<file path="config.mk">
export PLATFORM = sky130hd
export DESIGN_NAME = serial_bit_feeder
export DESIGN_NICKNAME = d
export VERILOG_FILES = /design/src/rtl/serial_bit_feeder.sv
export SDC_FILE = /design/constraint.sdc
export NUM_CORES = 1
export LEC_CHECK = 0
export CORE_MARGIN = 4
export CORE_UTILIZATION = 51
export DETAILED_ROUTE_END_ITERATION = 12
export GPL_TIMING_DRIVEN = 0
export PLACE_DENSITY = 0.76
export SETUP_SLACK_MARGIN = 0.2
export SYNTH_ARGS = -nofsm -noshare
export SYNTH_HDL_FRONTEND = slang
export SYNTH_SLANG_ARGS = --single-unit
export TNS_END_PERCENT = 100
</file>
<file path="constraint.sdc">
create_clock -name clk -period 1.9 [get_ports clk]
set_input_delay 0.475 -clock clk [delete_from_list [all_inputs] [get_ports clk]]
set_output_delay 0.475 -clock clk [all_outputs]
set_load 0.01 [all_outputs]
</file>
<file path="src/rtl/serial_bit_feeder.sv">
// rtl/serial_bit_feeder.sv - parallel word to serial bit stream feeder with one-word holding buffer
// Optional even-parity bit per word when SERIAL_PARITY_EN is defined.
module serial_bit_feeder #(
    parameter int WIDTH     = 8,
    parameter int MSB_FIRST = 1,
    parameter int GAP       = 0
) (
    input  logic             clk,
    input  logic             reset,
    input  logic [WIDTH-1:0] din,
    input  logic             din_valid,
    output logic             din_ready,
    output logic             x,
    output logic             x_valid,
    output logic             word_done,
    output logic             busy
);

    localparam int CW = (WIDTH > 1) ? $clog2(WIDTH) : 1;
    localparam logic [CW-1:0] LAST_BIT = CW'(WIDTH - 1);
    localparam logic [3:0] GAP_LOAD = (GAP > 0) ? 4'(GAP - 1) : 4'd0;

`ifdef SERIAL_PARITY_EN
    typedef enum logic [1:0] {ST_IDLE, ST_SHIFT, ST_PAR, ST_GAP} state_t;
`else
    typedef enum logic [1:0] {ST_IDLE, ST_SHIFT, ST_GAP} state_t;
`endif

    state_t            state;
    state_t            state_nxt;
    logic [WIDTH-1:0]  buf_word;
    logic              buf_full;
    logic              ready_en;
    logic [WIDTH-1:0]  sh_reg;
    logic [CW-1:0]     bit_cnt;
    logic [3:0]        gap_cnt;
    logic              accept;
    logic              load_shift;
    logic              shift_step;
    logic              gap_start;
    logic              idle_decide;
    logic              word_end;
`ifdef SERIAL_PARITY_EN
    logic              par_bit;
`endif

    // ready_en keeps din_ready low until the first edge after reset release
    assign din_ready = ready_en & ~buf_full;
    assign accept    = din_valid & din_ready;
    assign busy      = (state != ST_IDLE) | buf_full;

    always_ff @(posedge clk or negedge reset) begin
        if (!reset) begin
            state <= ST_IDLE;
        end else begin
            state <= state_nxt;
        end
    end

    always_comb begin
        state_nxt   = state;
        load_shift  = 1'b0;
        shift_step  = 1'b0;
        gap_start   = 1'b0;
        idle_decide = 1'b0;
        word_end    = 1'b0;
        x           = 1'b0;
        x_valid     = 1'b0;
        word_done   = 1'b0;
        case (state)
            ST_IDLE: idle_decide = 1'b1;
            ST_SHIFT: begin
                x          = (MSB_FIRST != 0) ? sh_reg[WIDTH-1] : sh_reg[0];
                x_valid    = 1'b1;
                shift_step = 1'b1;
                if (bit_cnt == LAST_BIT) begin
`ifdef SERIAL_PARITY_EN
                    state_nxt = ST_PAR;
`else
                    word_end  = 1'b1;
`endif
                end
            end
`ifdef SERIAL_PARITY_EN
            ST_PAR: begin
                x        = par_bit;
                x_valid  = 1'b1;
                word_end = 1'b1;
            end
`endif
            ST_GAP: begin
                if (gap_cnt == 4'd0) begin
                    idle_decide = 1'b1;
                end
            end
            default: state_nxt = ST_IDLE;
        endcase

        if (word_end) begin
            word_done = 1'b1;
            if (GAP > 0) begin
                state_nxt = ST_GAP;
                gap_start = 1'b1;
            end else begin
                idle_decide = 1'b1;
            end
        end

        // a waiting word is reloaded on the deciding edge, so back-to-back words have no bubble
        if (idle_decide) begin
            if (buf_full) begin
                load_shift = 1'b1;
                state_nxt  = ST_SHIFT;
            end else begin
                state_nxt  = ST_IDLE;
            end
        end
    end

    always_ff @(posedge clk or negedge reset) begin
        if (!reset) begin
            ready_en <= 1'b0;
            buf_word <= '0;
            buf_full <= 1'b0;
            sh_reg   <= '0;
            bit_cnt  <= '0;
            gap_cnt  <= 4'd0;
        end else begin
            ready_en <= 1'b1;

            if (accept) begin
                buf_word <= din;
                buf_full <= 1'b1;
            end else if (load_shift) begin
                buf_full <= 1'b0;
            end

            if (load_shift) begin
                sh_reg  <= buf_word;
                bit_cnt <= '0;
            end else if (shift_step) begin
                sh_reg  <= (MSB_FIRST != 0) ? {sh_reg[WIDTH-2:0], 1'b0}
                                            : {1'b0, sh_reg[WIDTH-1:1]};
                bit_cnt <= bit_cnt + CW'(1);
            end

            if (gap_start) begin
                gap_cnt <= GAP_LOAD;
            end else if ((state == ST_GAP) && (gap_cnt != 4'd0)) begin
                gap_cnt <= gap_cnt - 4'd1;
            end
        end
    end

`ifdef SERIAL_PARITY_EN
    always_ff @(posedge clk or negedge reset) begin
        if (!reset) begin
            par_bit <= 1'b0;
        end else if (load_shift) begin
            par_bit <= ^buf_word;
        end
    end
`endif

endmodule

</file>
==> results_dict.tcl, run 1 <==
set metrics [dict create \
    multiInputGateArea_um2 483.0 \
    finalSetupViolCount 0 \
    final.setup.worst_slack_ns 0.1093 \
    pre_cts_slack_ns 0.004237 \
    gp_congestion 0.7084 \
    finalPower_mw 2.356 \
    cts_sinks 22 \
    end_kind "output port" \
    cts_buffers 3 \
    vias 673 \
    crit_fanout 2 \
    placedCellCount 121 \
    reg2reg_from "bit_cnt[1]" \
    ctsHoldBuffers 0 \
    hold_viol 0 \
    path_cells "ha_2 -> ha_4 -> and2_4 -> buf_6" \
    n_antenna_cell 0 \
    synth-seq-cells 22 \
    layout_common_cells "22 x dfrtp_1, 11 x nand2_1, 10 x clkdlybuf4s50_1" \
    drc 0 \
    port_buffers 15 \
    final_cell_count_no_fill 132 \
    io_pins 16 \
    r2r_end "sh_reg[4]" \
    worstPathArrival_ns 1.32 \
    overflow 0 \
    finish.utilization 0.6996 \
    fp-row-count 16 \
    core_area_um2 1962 \
    required_ns 1.42 \
    hold_end "buf_word[4]" \
    design_area_um2 1373 \
    power_density_nw_per_um2 1717 \
    worst-r2r-cell-count 6 \
    r2r_setup_slack_ns 0.26 \
    die_h_um 53.34 \
    drt_iter0_markers 7 \
    track_usage 0.1550 \
    avgViaCountPerCell 5.098 \
    path_clk_slew_ns 0.13 \
    ys_warn_count 0 \
    min_period_ns 1.791 \
    clk_latency_ns 0.31 \
    p_leak_nw 0.6876 \
    antenna_found_initial 0 \
    yosysSeqAreaShare 0.5251 \
    grt_max_degree 23 \
    cpPeakStageDelay_ns 0.40 \
    hold_slack_ns 0.5259 \
    fin_nets 119 \
    ir_drop_mv 0.8257 \
    hold_class "reg -> reg" \
    start_util 0.5344 \
    holdPathStages 1 \
    synth_area_per_cell_um2 13.27 \
    path_delay_family "flip-flops" \
    max-slew-margin-rel 0.3527 \
    critPathLaunchType "flip-flop" \
    dieArea_um2 2845 \
    grt_pass1_wl_um 3180 \
    fin_crit_sh 0.9425 \
    min_from "buf_word[4]" \
    cts_root_buffer "clkbuf_4" \
    cap_violations 0 \
    worst_slew_pin_slew_ns 0.9679 \
    synth_fp_nets 92 \
    worstSetupPathType "reg -> out" \
    path_buf_inv 1 \
    htree_levels 1 \
    final_common_cell "dfrtp_1" \
    clockBufferDepth 2 \
    synthCells 79 \
    layout-drive-gt1-share 0.4095 \
    fin_skew_ns 0.01160 \
    firstDrtPassIters 4 \
    post-dp-hpwl_um 1174 \
    cts_tree "built" \
    die_w_um 53.34 \
    rsz0062_at_grt "true" \
    setup_tns_ns 0 \
    netlist_area_um2 1049 \
    syn_to_final_growth_pct 30.91 \
    wire_per_inst_um 14.49 \
    wl_um 1913 \
    cpMaxStageDelayCell "dfrtp_1" \
    synthDistinctLibCells 19 \
    fillCellCount 147 \
    run_status "finished, final reports clean" \
    antenna_left 0 \
    slew_violations 0 \
    grt_pass1_vias 700 \
    post_dp_cell_area_um2 1232 \
    regArea_um2 550.5 \
    fmax_mhz 558.4 \
]
==> how the worst max path moves through the flow <==
stage | from | end | slack [ns] | cells after the start
2_1_floorplan | bit_cnt[0] | sh_reg[2] | 0.42 | 5
3_3_place_gp | bit_cnt[0] | word_done | 0.006 | 4
3_5_place_dp | bit_cnt[0] | word_done | 0.004 | 4
4_1_cts | bit_cnt[0] | word_done | 0.09 | 4
5_1_grt | bit_cnt[1] | word_done | 0.04 | 4
6_report | bit_cnt[1] | word_done | 0.11 | 4
==> cell type report <==
class | count | share of cell area
plain buffers | 4 | 0.03555
inverters | 1 | 0.002735
clock buffers | 3 | 0.01641
clock inverters | 1 | 0.02188
multi-input cells | 52 | 0.3519
flip-flops and latches | 22 | 0.4011
repair buffers | 22 | 0.1459
well taps | 27 | 0.02461
==> repair_timing <==
| action | in CTS | in global routing |
|---|---|---|
| gates resized for setup | 22 | 10 |
| buffers inserted | 6 | 1 |
| endpoints found under the setup margin | 5 | 10 |
| pin swaps | 0 | 2 |
==> worst register-to-register path: cells and delay by family, from the launching register on <==
family | cells | cell delay (ns)
DFF | 1 | 0.40
adders and majority gates | 2 | 0.36
buffers and inverters | 2 | 0.29
AOI/OAI and AO/OA | 1 | 0.26
and+or+nand+nor | 1 | 0.20
==> cells in the mapped netlist (all sizes together) <==
cell type   n  area, um2
and2        2      12.51
or2         1      6.260
mux2        8      120.1
o22ai       3      18.77
nand2b      1      6.260
ha          2      25.02
o221a       7      78.83
buf         4      38.78
mux2i       9      90.09
nor2b       1      13.76
o21ai       2      10.01
xnor2       1      8.760
nand3       1      5.000
nand2      13      56.30
clkinv      1      3.750
conb        1      3.750
dfrtp      22      550.5
==> routing by layer <==
metal  up-vias  routed length, um  track usage
met5         -                  0            0
met4         0                 19      0.05532
met2        13                913       0.2735
met1       321                912       0.1833
met3         2                 68      0.03099
li1        337                  -            -
==> where the power goes <==
part	total [mW]	internal [mW]	switching, mW	leakage [nW]
registers	0.807	0.675	0.132	0.267
clock network	0.355	0.213	0.142	0.0279
logic	1.19	0.701	0.493	0.393
==> cell families after synthesis <==
| family | after synthesis | share of synthesized area |
|---|---|---|
| adder cells (fa/ha/maj) | 2 | 0.02386 |
| AO/OA/AOI/OAI | 12 | 0.1026 |
| multiplexers | 17 | 0.2005 |
| flip-flops | 22 | 0.5251 |
| other | 1 | 0.003577 |
| AND/OR/NAND/NOR | 19 | 0.09546 |
| buffers and inverters | 5 | 0.04056 |
| XOR/XNOR | 1 | 0.008355 |
Note: power is estimated with default switching activity, not from simulation.
==> run 2: changes to the inputs <==
SLEW_MARGIN = 20   (was unset)
clock period = 1.8 ns   (was 1.9 ns; I/O delays follow)
==> run 2 against run 1 <==
Global-route usage increased by 0.90 points. Routed wire length increased by 19%. Worst hold slack improved by 0.019 ns. Critical path type unchanged. Critical endpoint unchanged. Highest routed layer unchanged.
==> results_dict.tcl, run 2 (synthesized netlist as in run 1, its figures left out) <==
set metrics [dict create \
    p_clk_frac 0.128 \
    antenna_left 0 \
    fillCellCount 122 \
    combPwrFrac 0.574 \
    layout_common_cells "22 x dfrtp_1, 11 x nand2_1, 10 x clkdlybuf4s50_1" \
    fin_crit_sh 0.9920 \
    p_switching_mw 1.010 \
    end_kind "output port" \
    gp_congestion 0.7084 \
    die_w_um 53.34 \
    setup.worst_path.start "bit_cnt[1]" \
    finalSetupViolCount 0 \
    htree_levels 1 \
    clockBufferDepth 2 \
    clk_latency_ns 0.31 \
    track_usage 0.1640 \
    ctsHoldBuffers 0 \
    fmax_mhz 560.0 \
    layout-drive-gt1-share 0.4587 \
    hold_slack_ns 0.5450 \
    rsz0062_at_grt "true" \
    regArea_um2 550.5 \
    path_clk_slew_ns 0.13 \
    reg2reg_from "bit_cnt[1]" \
    cts_tree "built" \
    p_leak_nw 0.7633 \
    n_antenna_cell 0 \
    avgViaCountPerCell 5.404 \
    p_int_mw 1.944 \
    firstDrtPassIters 4 \
    wire_per_inst_um 16.76 \
    r2r_setup_slack_ns 0.06 \
    finalPower_mw 2.954 \
    setup_tns_ns 0 \
    multiInputGateArea_um2 578.1 \
    fin_nets 123 \
    cts_buffers 3 \
    hold_viol 0 \
    hold_class "reg -> reg" \
    run_status "finished, final reports clean" \
    io_pins 16 \
    grt_pass1_wl_um 3339 \
    syn_to_final_growth_pct 46.18 \
    slew_violations 0 \
    final_common_cell "dfrtp_1" \
    required_ns 1.35 \
    worstSetupPathType "reg -> out" \
    worst_slew_pin_slew_ns 0.9717 \
    fin_skew_ns 0.01289 \
    port_buffers 15 \
    post_dp_cell_area_um2 1232 \
    cts_sinks 22 \
    holdPathStages 2 \
    min_period_ns 1.786 \
    dieArea_um2 2845 \
    grt_max_degree 23 \
    cap_violations 0 \
    critPathLaunchType "flip-flop" \
    max-slew-margin-rel 0.3502 \
    start_util 0.5344 \
    vias 735 \
    crit_fanout 2 \
    wl_um 2280 \
    overflow 0 \
    die_h_um 53.34 \
    drc 0 \
    switching_share 0.3419 \
    worstPathArrival_ns 1.34 \
    min_from "buf_word[0]" \
    hold_end "sh_reg[0]" \
    r2r_end "sh_reg[6]" \
    core_area_um2 1962 \
    grt_pass1_vias 713 \
    fp-row-count 16 \
    antenna_found_initial 0 \
    drt_iter0_markers 10 \
    ir_drop_mv 1.191 \
    cpMaxStageDelayCell "dfrtp_1" \
    power_density_nw_per_um2 1927 \
    path_cells "ha_2 -> ha_4 -> and2_4 -> buf_6" \
    design_area_um2 1533 \
    seq_power_share 0.299 \
    worst-r2r-cell-count 7 \
    post-dp-hpwl_um 1174 \
    cts_root_buffer "clkbuf_4" \
    cpPeakStageDelay_ns 0.41 \
]
-- run 2: cell count changes in the layout (fill, tap and decap cells not counted), sizes merged --
cell | previous run | this run
buf | 15 | 18
clkbuf | 3 | 4
-- run 2: per-layer routing --
metal / vias up / GRT usage / wire (um)
met3: 2 / 0.03099 / 75
met5: - / 0 / 0
met4: 0 / 0.06383 / 12
li1: 347 / - / -
met2: 15 / 0.2857 / 1144
met1: 371 / 0.1961 / 1047
-- run 2: worst max-delay path: cells and delay by family (launching register included) --
kind | cells | cell delay (ns)
DFF | 1 | 0.41
adders and majority gates | 2 | 0.37
and+or+nand+nor | 1 | 0.13
buffers and inverters | 1 | 0.11
-- run 2: timing repair --
action	CTS	global route
resized for setup	26	23
pin swaps	0	7
gates cloned	0	1
buffers inserted	6	4
endpoints found under the setup margin	12	10
-- run 2: cell type report --
cell class / count / share of cell area
flip-flops and latches: 22 / 0.3592
clock buffers: 3 / 0.01469
multi-input cells: 52 / 0.3771
plain buffers: 4 / 0.03429
well taps: 27 / 0.02204
clock inverters: 1 / 0.01959
inverters: 1 / 0.002449
repair buffers: 26 / 0.1706
-- run 2: how the worst max path moves through the flow --
stage                end  cells after the start
3_3_place_gp   word_done                      4
3_5_place_dp   word_done                      4
2_1_floorplan  sh_reg[2]                      5
4_1_cts        word_done                      4
5_1_grt        word_done                      4
6_report       word_done                      4
-- run 2: power by group through the flow --
stage          combinational [mW]  sequential [mW]  clock (mW)
3_5_place_dp                 1.04            0.858           0
3_3_place_gp                 1.01            0.854           0
4_1_cts                      1.18            0.848       0.385
2_1_floorplan               0.810            0.824           0
6_report                     1.69            0.882       0.378
5_1_grt                      1.83            0.912       0.402
-- run 2: metrics by stage --
stage | std cells | utilization | setup WS [ns]
floorplan | 79 | - | 0.3172
global placement | 121 | 0.6282 | -0.06908
detailed placement | 121 | 0.6282 | -0.07076
CTS | 131 | 0.6843 | 0.01286
global route | 136 | 0.7813 | -0.02928
finish | 136 | 0.7813 | 0.01436
==> run 3: changes to the inputs <==
CORE_MARGIN = unset   (was 4)
CORE_UTILIZATION = 60   (was 51)
DONT_BUFFER_PORTS = 1   (was unset)
==> run 3 against run 2 <==
The run now ends with DRC left. Clock power fell by 42%. Highest routed layer unchanged. First-iteration DRC count rose by 80%. Largest power group unchanged. Setup slack improved by 0.099 ns. Critical endpoint is now busy. Global-route usage rose by 5.2 points.
==> results_dict.tcl, run 3 (synthesized netlist as in run 1, its figures left out) <==
set metrics [dict create \
    run_status "complete, but fails checks" \
    violations "DRC" \
    io_pins 16 \
    wire_per_inst_um 16.32 \
    max-slew-margin-rel 0.3600 \
    worstPathArrival_ns 1.24 \
    cts_tree "built" \
    wl_um 1714 \
    overflow 0 \
    firstDrtPassIters 8 \
    ir_drop_mv 1.115 \
    min_period_ns 1.687 \
    crit_fanout 5 \
    setup_tns_ns 0 \
    power_density_nw_per_um2 1864 \
    start_util 0.6651 \
    grt_pass1_wl_um 2980 \
    drt_iter0_markers 18 \
    cts_sinks 22 \
    core_area_um2 1577 \
    rsz0062_at_grt "true" \
    fin_skew_ns 0.001490 \
    grt_pass1_vias 676 \
    hold_class "in -> reg" \
    dieArea_um2 1919 \
    clockBufferDepth 2 \
    pre_cts_slack_ns 0.1735 \
    fp-row-count 14 \
    htree_levels 1 \
    antenna_found_initial 0 \
    final_common_cell "dfrtp_1" \
    fin_nets 104 \
    required_ns 1.35 \
    p_leak_nw 0.6084 \
    hold_slack_ns 0.2839 \
    design_area_um2 1184 \
    critPathLaunchType "flip-flop" \
    slew_violations 0 \
    path_clk_slew_ns 0.11 \
    layout_common_cells "22 x dfrtp_1, 12 x nand2_1, 9 x mux2i_1" \
    clk_latency_ns 0.30 \
    post-dp-hpwl_um 1080 \
    layout-drive-gt1-share 0.3933 \
    drc 2 \
    hold_viol 0 \
    vias 652 \
    syn_to_final_growth_pct 12.89 \
    post_dp_cell_area_um2 1069 \
    worstSetupPathType "reg -> out" \
    fin_crit_sh 0.9371 \
    finalSetupViolCount 0 \
    gp_congestion 0.7247 \
    fmax_mhz 592.9 \
    grt_max_degree 23 \
    end_kind "output port" \
    port_buffers 0 \
    finalPower_mw 2.206 \
    die_w_um 43.81 \
    cap_violations 0 \
    cts_root_buffer "clkbuf_4" \
    worst_slew_pin_slew_ns 0.9569 \
    avgViaCountPerCell 6.210 \
    track_usage 0.2162 \
    cts_buffers 3 \
    n_antenna_cell 0 \
    final.setup.worst_slack_ns 0.1133 \
    antenna_left 0 \
    r2r_setup_slack_ns 0.25 \
    die_h_um 43.81 \
]
run 3: metrics by stage:
stage | instances | util
floorplan | 79 | -
global placement | 95 | 0.6778
detailed placement | 95 | 0.6778
CTS | 104 | 0.7397
global route | 105 | 0.7508
finish | 105 | 0.7508
run 3: final cells by class:
class	count	area, um2
Fill cell	105	392.9
Multi-Input combinational cell	52	483.0
Inverter	1	3.754
Timing Repair Buffer	7	55.05
Clock buffer	3	22.52
Buffer	4	48.80
Tap cell	16	20.02
Sequential cell	22	550.5
run 3: what timing repair did:
item,CTS,global route
setup buffers,5,1
pin swaps,0,1
gates resized for setup,8,1
hold buffers,1,0
gates cloned,0,0
setup endpoints to repair,9,10
endpoints found under the hold margin,22,0
run 3: path summary, 6_finish.rpt:
path / to / cells past startpoint / start
setup reg to reg: sh_reg[3] / 6 / bit_cnt[1]
setup / recovery: busy / 3 / state[0]
hold reg to reg: buf_word[1] / 1 / buf_word[1]
min in group asynchronous: bit_cnt[1] / 1 / reset
max in group asynchronous: sh_reg[2] / 1 / reset
hold / removal: buf_word[4] / 1 / din[4]
run 3: critical path: stages (launching register included):
cell and delay [ns]:
dfrtp_1 0.44, buf_6 0.14, buf_8 0.12, or2_4 0.23
run 3: metal layers:
metal / track usage / vias to the layer above / part of all wire / wire length [um]
met5: 0 / - / 0 / 0
met4: 0.1125 / 0 / 0.020 / 35
met3: 0.02500 / 4 / 0.041 / 70
met2: 0.3284 / 20 / 0.46 / 792
met1: 0.3058 / 322 / 0.48 / 816
li1: - / 306 / - / -
run 3: power by group:
group          total [mW]  switching [mW]  internal, mW  leakage, nW
Sequential          0.856           0.143         0.713        0.267
Clock               0.219           0.141        0.0782       0.0138
Combinational        1.13           0.478         0.654        0.328
